## config.mk

```make
export PLATFORM = sky130hd
export DESIGN_NAME = dequeue_agent_v0_1
export DESIGN_NICKNAME = d
export VERILOG_FILES = /design/src/rtl/sched_pkg.sv /design/src/rtl/dq_skid_fifo.sv /design/src/rtl/dequeue_agent_v0_1.sv
export SDC_FILE = /design/constraint.sdc
export NUM_CORES = 1
export LEC_CHECK = 0
export CAP_MARGIN = 20
export CORE_MARGIN = 3
export CORE_UTILIZATION = 40
export DETAILED_ROUTE_END_ITERATION = 8
export HOLD_SLACK_MARGIN = 0.03
export PLACE_DENSITY = 0.63
export RECOVER_POWER = 100
export SYNTH_ARGS = -nofsm -noshare
export SYNTH_HDL_FRONTEND = slang
export SYNTH_SLANG_ARGS = --single-unit
```

## constraint.sdc

```tcl
create_clock -name axis_aclk -period 5.6 [get_ports axis_aclk]
set_input_delay 1.12 -clock axis_aclk [delete_from_list [all_inputs] [get_ports axis_aclk]]
set_output_delay 1.12 -clock axis_aclk [all_outputs]
set_load 0.01 [all_outputs]
```

## src/rtl/sched_pkg.sv

```systemverilog
// Shared scheduler definitions: port count, default AXIS widths, sume_meta
// field positions and the dequeue agent FSM encoding.
package sched_pkg;

   localparam int NUM_PORTS = 5;

   localparam int DEF_DW = 256;
   localparam int DEF_UW = 128;

   localparam int TUSER_DST_LO   = 24;
   localparam int TUSER_DST_HI   = 31;
   localparam int TUSER_DROP_BIT = 32;

   typedef enum logic [1:0] {
      ST_IDLE   = 2'd0,
      ST_POP    = 2'd1,
      ST_STREAM = 2'd2
   } dq_state_e;

   function automatic logic [7:0] tuser_dst(input logic [DEF_UW-1:0] tuser);
      return tuser[TUSER_DST_HI:TUSER_DST_LO];
   endfunction

   function automatic logic tuser_drop(input logic [DEF_UW-1:0] tuser);
      return tuser[TUSER_DROP_BIT];
   endfunction

endpackage

```

## src/rtl/dq_skid_fifo.sv

```systemverilog
// Two-entry register FIFO; the head lives in its own register so the
// consumer sees registered data, and occupancy is exported for credit gating.
module dq_skid_fifo #(
   parameter int W = 8
) (
   input  logic         clk,
   input  logic         rst_n,
   input  logic         push,
   input  logic [W-1:0] push_data,
   input  logic         pop,
   output logic [W-1:0] head,
   output logic         valid,
   output logic [1:0]   occ
);

   logic [W-1:0] slot1;
   logic         pop_ok;

   assign valid  = (occ != 2'd0);
   assign pop_ok = pop && valid;

   // NOTE: sequential state uses non-blocking assignments so every register
   // samples the pre-edge values; blocking here would create order-dependent races.
   always_ff @(posedge clk or negedge rst_n) begin
      // NOTE: the data slots are reset too, because the head drives module
      // outputs that must read zero while reset is asserted.
      if (!rst_n) begin
         head  <= '0;
         slot1 <= '0;
         occ   <= 2'd0;
      end else begin
         if (push && pop_ok) begin
            if (occ == 2'd2) begin
               head  <= slot1;
               slot1 <= push_data;
            end else begin
               head <= push_data;
            end
         end else if (push) begin
            if (occ == 2'd0) head <= push_data;
            else             slot1 <= push_data;
            occ <= occ + 2'd1;
         end else if (pop_ok) begin
            head <= slot1;
            occ  <= occ - 2'd1;
         end
      end
   end

endmodule

```

## src/rtl/dequeue_agent_v0_1.sv

```systemverilog
// Per-port dequeue agent: pops one PIFO token per packet, then reads that
// packet's chunks from the port buffer up to tlast and streams them out on AXIS.
module dequeue_agent_v0_1
   import sched_pkg::*;
#(
   parameter int C_M_AXIS_DATA_WIDTH  = DEF_DW,
   parameter int C_M_AXIS_TUSER_WIDTH = DEF_UW,
   parameter int PORT_ID              = 0
) (
   input  logic                              axis_aclk,
   input  logic                              axis_resetn,
   input  logic                              s_axis_pifo_empty,
   output logic                              m_axis_ctl_pifo_out_en,
   input  logic                              s_axis_buffer_empty,
   output logic                              m_axis_ctl_buffer_rd_en,
   input  logic [C_M_AXIS_DATA_WIDTH-1:0]    s_axis_buffer_tdata,
   input  logic [C_M_AXIS_DATA_WIDTH/8-1:0]  s_axis_buffer_tkeep,
   input  logic [C_M_AXIS_TUSER_WIDTH-1:0]   s_axis_buffer_tuser,
   input  logic                              s_axis_buffer_tlast,
   output logic [C_M_AXIS_DATA_WIDTH-1:0]    m_axis_tdata,
   output logic [C_M_AXIS_DATA_WIDTH/8-1:0]  m_axis_tkeep,
   output logic [C_M_AXIS_TUSER_WIDTH-1:0]   m_axis_tuser,
   output logic                              m_axis_tvalid,
   input  logic                              m_axis_tready,
   output logic                              m_axis_tlast
);

   localparam int DW = C_M_AXIS_DATA_WIDTH;
   localparam int KW = C_M_AXIS_DATA_WIDTH / 8;
   localparam int UW = C_M_AXIS_TUSER_WIDTH;
   localparam int FW = DW + KW + UW + 1;

   // Instance index only labels the port; an out-of-range value elaborates nothing extra.
   if (PORT_ID >= NUM_PORTS) begin : g_port_id_out_of_range
   end

   dq_state_e    state, state_next;
   logic         rd_valid_q;
   logic         last_back;
   logic         pop;
   logic [1:0]   occ;
   logic [2:0]   fill_next;
   logic [FW-1:0] wr_data;
   logic [FW-1:0] head;

   assign pop       = m_axis_tvalid && m_axis_tready;
   assign last_back = rd_valid_q && s_axis_buffer_tlast;

   // Entries the FIFO will hold after this cycle, counting the chunk now returning.
   assign fill_next = {1'b0, occ} + {2'b00, rd_valid_q} - {2'b00, pop};

   assign m_axis_ctl_buffer_rd_en = (state == ST_STREAM) && !s_axis_buffer_empty &&
                                    !last_back && (fill_next < 3'd2);

   always_ff @(posedge axis_aclk or negedge axis_resetn) begin
      if (!axis_resetn) begin
         state      <= ST_IDLE;
         rd_valid_q <= 1'b0;
      end else begin
         state      <= state_next;
         rd_valid_q <= m_axis_ctl_buffer_rd_en;
      end
   end

   always_comb begin
      // NOTE: every output of this block gets a default first, so no path
      // through the case leaves a value unassigned and no latch is inferred.
      state_next             = state;
      m_axis_ctl_pifo_out_en = 1'b0;
      unique case (state)
         ST_IDLE: begin
            if (!s_axis_pifo_empty) state_next = ST_POP;
         end
         ST_POP: begin
            m_axis_ctl_pifo_out_en = 1'b1;
            state_next             = ST_STREAM;
         end
         ST_STREAM: begin
            if (last_back) state_next = ST_IDLE;
         end
         default: state_next = ST_IDLE;
      endcase
   end

   assign wr_data = {s_axis_buffer_tdata, s_axis_buffer_tkeep, s_axis_buffer_tuser, s_axis_buffer_tlast};

   dq_skid_fifo #(.W(FW)) u_fifo (
      .clk       (axis_aclk),
      .rst_n     (axis_resetn),
      .push      (rd_valid_q),
      .push_data (wr_data),
      .pop       (pop),
      .head      (head),
      .valid     (m_axis_tvalid),
      .occ       (occ)
   );

   assign {m_axis_tdata, m_axis_tkeep, m_axis_tuser, m_axis_tlast} = head;

endmodule

```

Yosys cells after proc, flatten, opt, wreduce, memory -nomap -nowiden

Cells that the tools add are included.

Logic and storage cells: 53
Register bits: 839
Input port bits: 422
Output and inout port bits: 420

Reductions and logical operators: 19
Magnitude comparators: 1
Add/subtract/negate cells: 4
Mux-type cells: 15
Bitwise operators: 1
Equal/unequal tests: 8

Operators by type and width:

| kind                | number |
|---|---|
| $mux 417            | 9 |
| $mux 2              | 4 |
| $logic_and 1x1->1   | 7 |
| $ne 2x2->1 const B  | 3 |
| $pmux 2 s3          | 1 |
| $reduce_and 2->1    | 3 |
| $reduce_bool 2->1   | 3 |
| $eq 2x2->1 const B  | 2 |
| $logic_not 2->1     | 2 |
| $add 2x1->3         | 1 |
| $lt 3x2->1 const B  | 1 |
| $ne 3x1->1 const B  | 1 |
| $reduce_and 3->1    | 1 |
| $reduce_bool 3->1   | 1 |
| $sub 3x1->3         | 1 |
| $add 2x1->2 const B | 1 |
| $eq 2x1->1 const B  | 1 |
| $logic_not 1->1     | 2 |
| $ne 2x1->1 const B  | 1 |
| $sub 2x1->2 const B | 1 |
| $mux 1              | 1 |
| $not 1->1           | 1 |

Longest topological paths before layout

Depth after elaboration: 6
Gate-level depth with buffers: 12
Depth with buffers taken out: 6

By module

A second synthesis with hierarchy kept.

Cell total of the unflattened synthesis: 4297
Area total of the unflattened synthesis: 46001.6 µm²

By module, submodules not included:

| module             | sequential area each (µm²) | instances | cells each | area each (µm²) |
|---|---|---|---|---|
| dq_skid_fifo       | 20920.1                    | 1         | 4281       | 45811.4 |
| dequeue_agent_v0_1 | 75.1                       | 1         | 16         | 190.2 |

Worst setup path before layout

Ideal clock, no wire load.

Kind: input -> output
From: in m_axis_tready
To: out m_axis_ctl_buffer_rd_en
Data arrival time: 3253 ps
Required time: 4480 ps
Buffers on the path: 2
Stages: 8
Path slack: 1227 ps
Cell sequence: o21a_1 > buf_2 > clkbuf_1 > ha_1 > nand2b_1 > fa_1 > xor2_1 > nor4b_1

Longest elaborated chain between the ends: 4

RTL lines:

| what              | RTL line                 | RTL |
|---|---|---|
| from (decl)       | dequeue_agent_v0_1.sv:24 | `input logic m_axis_tready,` |
| $logic_and 1x1->1 | dequeue_agent_v0_1.sv:46 | `assign pop = m_axis_tvalid && m_axis_tready;` |
| $sub 3x1->3       | dequeue_agent_v0_1.sv:50 | `assign fill_next = {1'b0, occ} + {2'b00, rd_valid_q} - {2'b00, pop};` |
| $lt 3x2->1        | dequeue_agent_v0_1.sv:53 | `!last_back && (fill_next < 3'd2);` |
| $logic_and 1x1->1 | dequeue_agent_v0_1.sv:53 |  |
| to (decl)         | dequeue_agent_v0_1.sv:15 | `output logic m_axis_ctl_buffer_rd_en,` |

No other way between the ends.

Worst setup path after layout

Same ends and word-level chain as after synthesis.

==> flow_summary.yaml <==
status:
  status: "finished with violations"
  violations: "capacitance limit, slew limit"
synth:
  synthTopCellsByArea: "dfrtp_1, mux2_2, and3b_1, o2bb2ai_1, a211oi_1"
  ys.flop_type: "dfrtp_1"
  synth_warnings: 0
  synth-edff-count: 0
  ys_ff_latch: 839
  synth_nets: 4255
  yosysMostFrequentCell: "dfrtp_1"
  seq_area_frac_synth_pct: 45.49
  yosysTopAreaCell: "dfrtp_1"
  synth_common_cells: "dfrtp_1, mux2_2"
  synth_top_area_share_pct: 45.49
  synth_async_sr_flop_share_pct: 100.0
  syn_avg_cell_area_um2: 12.05
  synth_cell_types: 27
  syn_area_um2: 46160
  syn_inst: 3830
worst_setup_path:
  cp.arrival_ns: 4.03
  crit_chain: "dlygate4sd3_1 -> o21a_4 -> ha_1 -> nand2b_1 -> fa_1 -> xor2_1 -> nor4b_1 -> dlygate4sd3_1"
  cp_top_family: "buffers and inverters"
  crit_top_cell: "dlygate4sd3_1"
  worst-setup-path-type: "in2out"
  slowest_stage: "dlygate4sd3_1"
  slowest_delay_ns: 0.68
  path_max_fanout: 2
  required_ns: 4.48
  worst-path-buf-inv: 2
  end_kind: "output pin"
  startpoint_type: "primary input"
global_route:
  antenna_found_initial: 53
  grtUsageTotal_pct: 26.01
  grt_pass1_vias: 37340
  grt_max_degree: 211
  grt_pass1_wl_mm: 247.3
  grt_overflow: 0
power:
  power_density_nw_per_um2: 547.4
  ir_drop_mv: 0.5951
  p_leak_nw: 24.65
  report.power.total_mw: 31.87
floorplan:
  core-area_um2: 113600
  initial_core_util_pct: 40.64
  die_area_um2: 119500
  ios: 842
  die_y_um: 345.7
  fp.dieW_um: 345.7
  rows: 123
detailed_routing:
  wire_per_inst_um: 27.06
  first_iter_violations: 2491
  via_count: 37080
  drt-pass1-iter-count: 8
  antenna_left: 0
  via_per_inst: 6.164
  wirelength_mm: 162.8
  drcViolationCount: 0
timing:
  finalSetupViolations: 0
  fmax_mhz: 194.1
  finalHoldViolations: 0
  fin_setup_tns_ns: 0
  relSlewSlack_pct: -98.03
  finalCriticalPeriod_ns: 5.151
  fin_crit_sh_pct: 91.98
  finalWorstSetupSlack_ns: 0.4491
  finalClockSkew_ns: 0.01622
  tightest_slew_ns: 2.959
  rsz0062_at_grt: "no"
  final_max_slew_viol_count: 399
cts:
  ctsResizeCount: 0
  clk_root_buffer_cell: "clkbuf_16"
  htreeDepth: 3
  clk_latency_ns: 0.68
  clockBufferDepth: 3
  cts_sinks: 839
  cts_hold_buffers: 0
  post-cts-setup-buffers: 0
  clk_pin_slew_ns: 0.05
  cts_tree: "done"
  cts_buffers: 100
finish:
  nets: 4822
  drive_gt1_share_pct: 21.18
  regArea_um2: 21010
  area_growth_pct: 26.14
  n_fill_cell: 10050
  multi_input_area_um2: 22690
  final_cells: 6016
place:
  io_buffers: 841
  pre_cts_slack_ns: 0.5365
  gp_congestion: 0.8230
  dp.cells: 5795
  dp.final_hpwl_mm: 93.91
run:
  timing.max_cap.violations: 7
min_path:
  min_path_type: "reg2reg"
[flip-flops by register name, indices dropped and copies added (netlist names)]
signal        count
rd_valid_q        1
state             2
u_fifo.head     417
u_fifo.occ        2
u_fifo.slot1    417
[final cells by class]
cell class | instances | share of cell area [%]
multi-input combinational | 2525 | 38.96
clock buffer | 151 | 5.041
clock inverter | 30 | 0.4663
inverter | 2 | 0.02579
antenna | 40 | 0.1719
sequential | 839 | 36.08
timing repair buffer | 929 | 16.03
tap | 1500 | 3.223
[layer usage]
metal / part of all wire [%] / wire length (um) / global-route usage (%)
met3: 6.7 / 10920 / 6.531
met4: 3.4 / 5525 / 10.66
met5: 0.13 / 207 / 0
met1: 43 / 70380 / 34.67
met2: 47 / 75730 / 40.45
[report_power, final]
part | internal (mW) | switching, mW | total, mW
registers | 8.91 | 1.86 | 10.8
logic | 7.38 | 7.22 | 14.6
clock network | 3.72 | 2.78 | 6.50
[path summary, 6_finish.rpt]
check,startpoint,to,slack [ns],cells past startpoint
worst max-delay path,m_axis_tready,m_axis_ctl_buffer_rd_en,0.45,8
worst min-delay path,state[0],state[0],0.45,1
worst max register to register,u_fifo.occ[1],u_fifo.slot1[214],0.51,6
worst min register to register,state[0],state[0],0.45,1
max in group asynchronous,axis_resetn,u_fifo.slot1[266],1.16,2
min in group asynchronous,axis_resetn,u_fifo.head[52],1.34,1
[metrics by stage]
stage / util, % / instance area (um^2) / hold WS (ns)
after detailed placement: 48.92 / 55560 / 0.4476
final: 51.26 / 58220 / 0.4487
after global routing: 51.24 / 58190 / 0.4664
after global placement: 48.92 / 55560 / 0.4373
after floorplan: - / 46160 / 0.4125
after CTS: 51.75 / 58770 / 0.4524
[placed cells by master, fill, tap and decap left out, types with 2 or more instances in the layout]
master,netlist,final
clkbuf_2,0,12
o22ai_1,417,417
xnor2_1,2,2
nand2_1,3,3
diode_2,0,40
buf_4,0,28
clkbuf_8,0,22
a211oi_1,417,417
clkinv_2,0,21
bufinv_16,0,2
and3b_1,417,417
mux2_4,130,12
clkbuf_16,0,101
clkdlybuf4s50_1,0,418
dfrtp_1,839,836
inv_6,0,3
o2bb2ai_1,417,417
mux2_1,0,118
ha_1,2,2
dlygate4sd3_1,0,422
clkbuf_1,270,45
xor2_1,2,2
dfrtp_4,0,3
clkbuf_4,0,4
inv_16,0,4
buf_12,0,28
mux2_2,704,704
nand2b_1,3,2
[cell families after synthesis]
logic type / Yosys count / synth area share (%)
compound gates: 1254 / 20.40
flops: 839 / 45.49
mux: 834 / 21.40
buf+inv: 466 / 4.451
simple gates: 430 / 8.086
xor+xnor: 4 / 0.07591
fa+ha+maj: 3 / 0.09758
(Power assumes the default switching activity.)
